**src/rtl/gray_step_arbiter_pkg.sv**
```systemverilog
// Shared definitions for the gray step arbiter: Gray code table, FSM states,
// requester indices and the single-step Gray successor function.
package gray_step_arbiter_pkg;

  // Gray codes in counting order
  localparam logic [2:0] G0 = 3'b000;
  localparam logic [2:0] G1 = 3'b001;
  localparam logic [2:0] G2 = 3'b011;
  localparam logic [2:0] G3 = 3'b010;
  localparam logic [2:0] G4 = 3'b110;
  localparam logic [2:0] G5 = 3'b111;
  localparam logic [2:0] G6 = 3'b101;
  localparam logic [2:0] G7 = 3'b100;

  typedef enum logic [1:0] {
    StIdle = 2'd0,
    StRun  = 2'd1,
    StDone = 2'd2
  } state_e;

  localparam logic ReqIdx0 = 1'b0;
  localparam logic ReqIdx1 = 1'b1;

  function automatic logic [2:0] gray_next(input logic [2:0] code);
    logic [2:0] nxt;
    case (code)
      G0:      nxt = G1;
      G1:      nxt = G2;
      G2:      nxt = G3;
      G3:      nxt = G4;
      G4:      nxt = G5;
      G5:      nxt = G6;
      G6:      nxt = G7;
      G7:      nxt = G0;
      default: nxt = G0;
    endcase
    return nxt;
  endfunction

endpackage

```
**src/rtl/gray_step_arbiter_if.sv**
```systemverilog
// Requester-facing bus of the gray step arbiter: requests, step counts, abort,
// and the grant/status/counter outputs.
interface gray_step_arbiter_if #(
  parameter int unsigned STEP_W = 4
);
  logic [1:0]        Req;
  logic [STEP_W-1:0] Steps0;
  logic [STEP_W-1:0] Steps1;
  logic              Abort;
  logic [1:0]        Gnt;
  logic              Busy;
  logic              Done;
  logic              Aborted;
  logic [2:0]        Output;
  logic              Overflow;

  modport master (
    output Req, Steps0, Steps1, Abort,
    input  Gnt, Busy, Done, Aborted, Output, Overflow
  );

  modport slave (
    input  Req, Steps0, Steps1, Abort,
    output Gnt, Busy, Done, Aborted, Output, Overflow
  );
endinterface

```
**src/rtl/gray_step_arbiter_gray3_core.sv**
```systemverilog
// 3-bit Gray counter core: advances one code per enabled cycle and flags the
// 100->000 wrap combinationally.
module gray3_core
  import gray_step_arbiter_pkg::*;
(
  input  logic       Clk,
  input  logic       Reset,
  input  logic       En,
  output logic [2:0] Output,
  output logic       Wrap
);

  logic [2:0] code_q, code_d;

  always_comb begin
    code_d = code_q;
    if (En) begin
      code_d = gray_next(code_q);
    end
  end

  always_ff @(posedge Clk) begin
    if (Reset) begin
      code_q <= G0;
    end else begin
      code_q <= code_d;
    end
  end

  assign Output = code_q;
  assign Wrap   = En && (code_q == G7);

endmodule

```
**src/rtl/gray_step_arbiter.sv**
```systemverilog
// Round-robin arbiter sharing one Gray counter core between two requesters;
// each transaction advances the counter a latched number of steps.
module gray_step_arbiter
  import gray_step_arbiter_pkg::*;
#(
  parameter int unsigned STEP_W = 4
) (
  input logic                Clk,
  input logic                Reset,
  gray_step_arbiter_if.slave bus
);

  state_e            state_q, state_d;
  logic [1:0]        gnt_q, gnt_d;
  logic              ptr_q, ptr_d;
  logic [STEP_W-1:0] rem_q, rem_d;
  logic              aborted_q, aborted_d;
  logic              overflow_q;

  logic              core_en;
  logic              core_wrap;
  logic [2:0]        core_code;

  logic              winner;
  logic [STEP_W-1:0] win_steps;

  // On a tie the requester that did not win last time goes first
  always_comb begin
    if (bus.Req == 2'b11) begin
      winner = ~ptr_q;
    end else if (bus.Req[ReqIdx1]) begin
      winner = ReqIdx1;
    end else begin
      winner = ReqIdx0;
    end
    win_steps = (winner == ReqIdx1) ? bus.Steps1 : bus.Steps0;
  end

  always_comb begin
    state_d   = state_q;
    gnt_d     = gnt_q;
    ptr_d     = ptr_q;
    rem_d     = rem_q;
    aborted_d = aborted_q;
    core_en   = 1'b0;
    unique case (state_q)
      StIdle: begin
        if (bus.Req != 2'b00) begin
          ptr_d     = winner;
          gnt_d     = 2'b01 << winner;
          rem_d     = win_steps;
          aborted_d = 1'b0;
          state_d   = (win_steps != '0) ? StRun : StDone;
        end
      end
      StRun: begin
        // Abort wins over the final step: no advance in the abort cycle
        if (bus.Abort) begin
          aborted_d = 1'b1;
          state_d   = StDone;
        end else begin
          core_en = 1'b1;
          rem_d   = rem_q - 1'b1;
          if (rem_q == STEP_W'(1)) begin
            state_d = StDone;
          end
        end
      end
      StDone: begin
        state_d   = StIdle;
        gnt_d     = 2'b00;
        aborted_d = 1'b0;
      end
      default: begin
        state_d = StIdle;
        gnt_d   = 2'b00;
      end
    endcase
  end

  always_ff @(posedge Clk) begin
    if (Reset) begin
      state_q    <= StIdle;
      gnt_q      <= 2'b00;
      ptr_q      <= 1'b1;
      rem_q      <= '0;
      aborted_q  <= 1'b0;
      overflow_q <= 1'b0;
    end else begin
      state_q    <= state_d;
      gnt_q      <= gnt_d;
      ptr_q      <= ptr_d;
      rem_q      <= rem_d;
      aborted_q  <= aborted_d;
      overflow_q <= overflow_q | core_wrap;
    end
  end

  gray3_core u_core (
    .Clk    (Clk),
    .Reset  (Reset),
    .En     (core_en),
    .Output (core_code),
    .Wrap   (core_wrap)
  );

  assign bus.Gnt      = gnt_q;
  assign bus.Busy     = (state_q != StIdle);
  assign bus.Done     = (state_q == StDone);
  assign bus.Aborted  = aborted_q;
  assign bus.Output   = core_code;
  assign bus.Overflow = overflow_q;

endmodule
```
**src/flat_wrapper.sv**
```systemverilog
// flat-port wrapper written by rule: the top's interface ports become plain ports
module gray_step_arbiter_flat import gray_step_arbiter_pkg::*;
#(
  parameter int unsigned STEP_W = 4
)
  (Clk, Reset, bus_Req, bus_Steps0, bus_Steps1, bus_Abort, bus_Gnt, bus_Busy, bus_Done, bus_Aborted, bus_Output, bus_Overflow);
  gray_step_arbiter_if #(.STEP_W(STEP_W)) bus_i ();
  input logic Clk;
  input logic Reset;
  input wire logic [$bits(bus_i.Req)-1:0] bus_Req;
  input wire logic [$bits(bus_i.Steps0)-1:0] bus_Steps0;
  input wire logic [$bits(bus_i.Steps1)-1:0] bus_Steps1;
  input wire logic [$bits(bus_i.Abort)-1:0] bus_Abort;
  output wire logic [$bits(bus_i.Gnt)-1:0] bus_Gnt;
  output wire logic [$bits(bus_i.Busy)-1:0] bus_Busy;
  output wire logic [$bits(bus_i.Done)-1:0] bus_Done;
  output wire logic [$bits(bus_i.Aborted)-1:0] bus_Aborted;
  output wire logic [$bits(bus_i.Output)-1:0] bus_Output;
  output wire logic [$bits(bus_i.Overflow)-1:0] bus_Overflow;
  assign bus_i.Req = bus_Req;
  assign bus_i.Steps0 = bus_Steps0;
  assign bus_i.Steps1 = bus_Steps1;
  assign bus_i.Abort = bus_Abort;
  assign bus_Gnt = bus_i.Gnt;
  assign bus_Busy = bus_i.Busy;
  assign bus_Done = bus_i.Done;
  assign bus_Aborted = bus_i.Aborted;
  assign bus_Output = bus_i.Output;
  assign bus_Overflow = bus_i.Overflow;
  gray_step_arbiter #(.STEP_W(STEP_W)) u_core (.Clk(Clk), .Reset(Reset), .bus(bus_i));
endmodule
```
**config.mk**
```make
export PLATFORM = sky130hd
export DESIGN_NAME = gray_step_arbiter_flat
export DESIGN_NICKNAME = d
export VERILOG_FILES = /design/src/rtl/gray_step_arbiter_pkg.sv /design/src/rtl/gray_step_arbiter_if.sv /design/src/rtl/gray_step_arbiter_gray3_core.sv /design/src/rtl/gray_step_arbiter.sv /design/src/flat_wrapper.sv
export SDC_FILE = /design/constraint.sdc
export NUM_CORES = 1
export LEC_CHECK = 0
export BUFFER_PORTS_ARGS = -buffer_cell sky130_fd_sc_hd__buf_2
export CAP_MARGIN = 20
export CORE_UTILIZATION = 40
export DETAILED_ROUTE_END_ITERATION = 16
export PLACE_DENSITY = 0.73
export SYNTH_ARGS = -nofsm -noshare
export SYNTH_HDL_FRONTEND = slang
export SYNTH_HIERARCHICAL = 1
export SYNTH_SLANG_ARGS = --single-unit
export TNS_END_PERCENT = 30
```
**constraint.sdc**
```tcl
create_clock -name Clk -period 1.49 [get_ports Clk]
set_input_delay 0.2235 -clock Clk [delete_from_list [all_inputs] [get_ports Clk]]
set_output_delay 0.2235 -clock Clk [all_outputs]
set_load 0.005 [all_outputs]
```
After elaboration in Yosys (flattened, before gate mapping)
Memories as Yosys holds them, arrays and structs flattened. A register that Yosys moved wholly into a read port is not among the register bits.
Cells that the tools add are included.
{"block": "classes", "n_reduce_logical": 12, "shifts": 1, "n_eq_ne": 9, "mux": 18, "addsub": 1, "n_bitwise": 3}
{"cell": "two-way mux 4 bit", "count": 3}
{"cell": "two-way mux 2 bit", "count": 5}
{"cell": "one-hot mux 2 bit (2 select lines)", "count": 2}
{"cell": "one-hot mux 4 bit (2 select lines)", "count": 1}
{"cell": "two-way mux 1 bit", "count": 6}
{"cell": "AND reduction 2 bit", "count": 3}
{"cell": "AND reduction 3 bit", "count": 2}
{"cell": "nonzero test 2 bit", "count": 3}
{"cell": "== test 2 bit, second input constant", "count": 2}
{"cell": "== test 4 x 1 -> 1 bit, second input constant", "count": 1}
{"cell": "inequality test 2 bit, second input constant", "count": 2}
{"cell": "nonzero test 4 bit", "count": 1}
{"cell": "subtractor 4 x 1 -> 4 bit, second input constant", "count": 1}
{"cell": "== test 3 bit, second input constant", "count": 1}
{"cell": "inequality test 3 x 2 -> 1 bit, second input constant", "count": 1}
{"cell": "one-hot mux 1 bit (3 select lines)", "count": 1}
{"cell": "nonzero test 3 bit", "count": 1}
{"cell": "== test 2 x 1 -> 1 bit, second input constant", "count": 1}
{"cell": "logical NOT 2 bit", "count": 1}
{"cell": "inequality test 2 x 1 -> 1 bit, second input constant", "count": 1}
{"cell": "NOT 1 bit", "count": 2}
{"cell": "<< shifter 1 x 1 -> 2 bit, first input constant", "count": 1}
{"cell": "logical AND 1 bit", "count": 1}
{"cell": "bitwise OR 1 bit", "count": 1}
{"block": "totals", "ff_bits": 11, "n_memories": 1, "output_inout_bits": 9, "rom_bits": 24}
{"memory": "(name not given)", "depth": 8, "word_bits": 3, "read_ports": 1, "rd_clocked_by_memory_dff": 1, "wr": 0, "line_no": "gray_step_arbiter_pkg.sv:26", "rtl": "case (code)"}

Depth between registers and ports, before layout
{"block": "depth", "ltp_word": 7, "mapped_depth": 7, "mapped_depth_nobuf": 6}

Modules after synthesis
Netlist, hierarchy kept.
{"mod": "gray_step_arbiter", "cells_per_inst": 77, "area_per_inst_um2": 638.1, "instances": 1}
{"mod": "gray3_core", "cells_per_inst": 14, "area_per_inst_um2": 138.9, "instances": 1}

Least setup slack after synthesis
No wires, ideal clock.
{"block": "synth_path", "path_type": "register to register", "from": "reg u_core.state_q[1]", "to": "reg u_core.overflow_q, in the netlist u_core/bus.Overflow", "setup_time_ns": 0.065, "setup_slack_ns": 0.110, "synth_period_minus_slack_ns": 1.380, "t_arrival_ns": 1.315, "stages_incl_launch_ff": 8, "path_cell_list": "dfxtp_1 -> buf_2 -> nand2b_1 -> nor2_1 -> nor2b_4 -> nor3b_1 -> nor2_1 -> nor2_1"}
{"block": "synth_via", "elab_chain_len": 4}
{"item": "from (decl)", "line_no": "gray_step_arbiter.sv:13", "rtl": "state_e state_q, state_d;"}
{"item": "from (signal assigned)", "line_no": "gray_step_arbiter.sv:83", "rtl": "state_q <= StIdle;"}
{"item": "from (signal assigned)", "line_no": "gray_step_arbiter.sv:90", "rtl": "state_q <= state_d;"}
{"item": "== test 2 x 1 -> 1 bit", "line_no": "gray_step_arbiter.sv:46", "rtl": "unique case (state_q)"}
{"item": "two-way mux 1 bit", "line_no": "gray_step_arbiter.sv:46"}
{"item": "named net u_core.core_en", "line_no": "gray_step_arbiter.sv:20", "rtl": "logic core_en;"}
{"item": "logical AND 1 bit", "line_no": "gray_step_arbiter_gray3_core.sv:31", "rtl": "assign Wrap = En && (code_q == G7);"}
{"item": "named net u_core.core_wrap", "line_no": "gray_step_arbiter.sv:21", "rtl": "logic core_wrap;"}
{"item": "bitwise OR 1 bit", "line_no": "gray_step_arbiter.sv:95", "rtl": "overflow_q <= overflow_q | core_wrap;"}
{"item": "to (signal assigned)", "line_no": "gray_step_arbiter.sv:95"}
{"item": "to (decl)", "line_no": "gray_step_arbiter.sv:18", "rtl": "logic overflow_q;"}
The timed path passes the listed nets, and every way through them passes these cells.
A chain may end at the register's enable or synchronous reset.

Worst setup path after layout
{"block": "layout_path", "from": "reg u_core.state_q[1]", "to": "out bus_Done"}
{"block": "layout_via", "elab_chain_len": 1}
{"item": "== test 2 bit", "line_no": "gray_step_arbiter.sv:109", "rtl": "assign bus.Done = (state_q == StDone);"}
{"item": "to (decl)", "line_no": "flat_wrapper.sv:16", "rtl": "output wire logic [$bits(bus_i.Done)-1:0] bus_Done;"}
No other way between the ends.

==> impl_metrics.ini <==
[clock_tree]
postCtsSetupRepairBufs = 0
cts_buffers = 3
root_buffer = clkbuf_4
clockBufferDepth = 2
clock_sinks = 14
postCtsHoldBufs = 0
cts_tree = built
cts_resized = 0
cts.clk_slew.worst_paths_ns = 0.09
htree_levels = 1
clock_latency_ns = 0.28

[logic_synthesis]
synth.avg_cell_area_sq_um = 8.54
synthTopCellsByCount = dfxtp_1, nor2_1, nand2_1, a21oi_1
yosysTopAreaCellShare_pct = 36.1
ys_seq_elements = 14
synth_most_common_cell = dfxtp_1
ys_warn_count = 6
ys_seq_area_share_pct = 36.1
syn_inst = 91
yosysTopAreaCell = dfxtp_1
synth_fp_nets = 106
synth_cell_type_count = 31
synthTopCellsByArea = dfxtp_1, nor2_1, mux2i_1, a21oi_1, a221o_1
syn-cell-area_sq_um = 777
ys.flop_type = dfxtp_1
async_flop_share_pct = 0
synth_edf_count = 0

[setup_path]
critPathMaxFanout = 7
cp.arrival_ns = 1.14
r2r-end = u_core/rem_q[3]
slowest_delay_ns = 0.44
startpoint_type = flop
crit_type = reg2out
end_kind = output pin
reg2reg_slack_ns = 0.16
r2r_start = u_core/state_q[0]
path_cells = buf_4 > nor2b_1 > buf_2
rr_worst_depth = 4
cp_slowest_cell = dfxtp_1
required_ns = 1.27

[sta]
slew_viol_final = 0
fin_worst_skew_ns = 0.00308
period_share_pct = 91.7
max_freq_mhz = 732
min_period_ns = 1.37
slew_headroom_pct = 67.2
finalSetupTns_ns = 0
rsz0062_at_grt = no
setup_viol = 0
hold_viol = 0
worst_slew_pin_slew_ns = 0.489
whs_ns = 0.273

[pwr]
total_power_uw = 988
switching_power_uw = 303
p_leak_uw = 0.000413
seqPwrFrac_pct = 45.4
power.density_nw_per_um2 = 1030
clock_power_share_pct = 28.1
vdd_ir_drop_max_mv = 0.555
intPower_uw = 685
p_sw_share_pct = 30.7
comb_power_share_pct = 26.5

[floorplan]
core-area_sq_um = 1760
placement_rows = 15
die_y_um = 46.1
start_util_pct = 44.0
die_x_um = 46.1
ios = 22
die_area_sq_um = 2120

[route]
viasPerCell = 5.35
first_pass_iters = 4
drc = 0
vias = 755
routed_wl_mm = 1.77
drt_iter0_markers = 27
ant_nets = 0
routedWlPerCell_um = 12.6

[grt]
grt_max_degree = 15
grt_pass1_vias = 678
grt-ovfl-total = 0
grt_antenna_before_repair = 0
grt_usage_pct = 19.0
grt_pass1_wl_mm = 2.79

[hold_path]
hold_depth = 2
min_to = u_core/rem_q[0]
min-delay-start = Reset
hold_class = in2reg

[final_layout]
seq_area_sq_um = 282
fillerInstances = 185
fin_util_pct = 54.4
nets = 132
final_cells = 141
multi_input_area_sq_um = 464
area_growth_pct = 23.5
drive_gt1_share_pct = 31.9
antenna_cells = 0

[outcome]
status = finished clean

[placed_design]
gp_congestion = 0.822
placed_cells = 137
port_buffers = 21
dp_hpwl_mm = 1.33

[run]
maxCapViolCount = 0
-- power groups by stage --
stage | sequential, uW | clock (uW) | combinational, uW
2_1_floorplan | 442 | 0 | 182
3_3_place_gp | 453 | 0 | 250
3_5_place_dp | 456 | 0 | 256
4_1_cts | 448 | 286 | 257
5_1_grt | 455 | 296 | 285
6_report | 449 | 278 | 262
-- how the worst max path moves through the flow --
| stage | startpoint | end | slack (ns) |
|---|---|---|---|
| 4_1_cts | u_core/state_q[0] | u_core/rem_q[3] | 0.08 |
| 3_5_place_dp | u_core/state_q[0] | u_core/rem_q[3] | 0.1 |
| 5_1_grt | u_core/state_q[1] | bus_Done | 0.03 |
| 6_report | u_core/state_q[1] | bus_Done | 0.12 |
| 2_1_floorplan | u_core/state_q[1] | u_core/bus.Overflow | 0.11 |
| 3_3_place_gp | bus_Req[0] | u_core/rem_q[0] | 0.15 |
-- cell families (layout without fill, tap and decap cells) --
logic type                 after synthesis  after routing  share of synthesized area (%)
xor gates and xnor gates                 1              1                           1.13
and+or+nand+nor                         36             36                           24.2
buffers and inverters                    8             33                           4.19
adders and majority gates                2              2                           3.22
AOI/OAI and AO/OA                       24             24                           22.7
DFF                                     14             14                           36.1
muxes                                    6              6                           8.53
-- through the flow --
stage / setup WS (ns) / area [sq um]
6_report: 0.123 / 960
5_1_grt: 0.0322 / 960
4_1_cts: 0.0785 / 958
3_5_place_dp: 0.0970 / 922
3_3_place_gp: 0.149 / 922
2_1_floorplan: 0.110 / 777
-- critical path, delay by kind of cell (launching register included) --
family        cells  cell delay (ns)
buf+inv           2             0.29
flops             1             0.44
simple gates      1             0.12
-- layout by cell type (no fill, tap or decap), types with 3 or more instances in the layout --
cell,instances
a221o_1,3
o21ai_0,5
dfxtp_1,13
mux2i_1,4
inv_1,5
buf_2,21
nor4_1,3
a21oi_1,7
nand2_1,8
buf_4,3
nor2_1,13
clkbuf_4,3
nor2b_1,4
-- final cells by class --
| cell class | instances | area share [%] |
|---|---|---|
| flip-flops and latches | 14 | 29.3 |
| repair buffers | 24 | 13.3 |
| well taps | 25 | 3.26 |
| clock buffers | 4 | 3.78 |
| inverters | 5 | 1.96 |
| multi-input cells | 69 | 48.4 |
-- routing by layer --
metal	vias to the layer above	track usage [%]	wire [um]
met5	-	0	0
met4	0	6.47	21
met3	6	8.63	74
met2	22	31.8	898
met1	351	21.2	780
li1	376	-	-
Power figures use the tool's default switching activity.
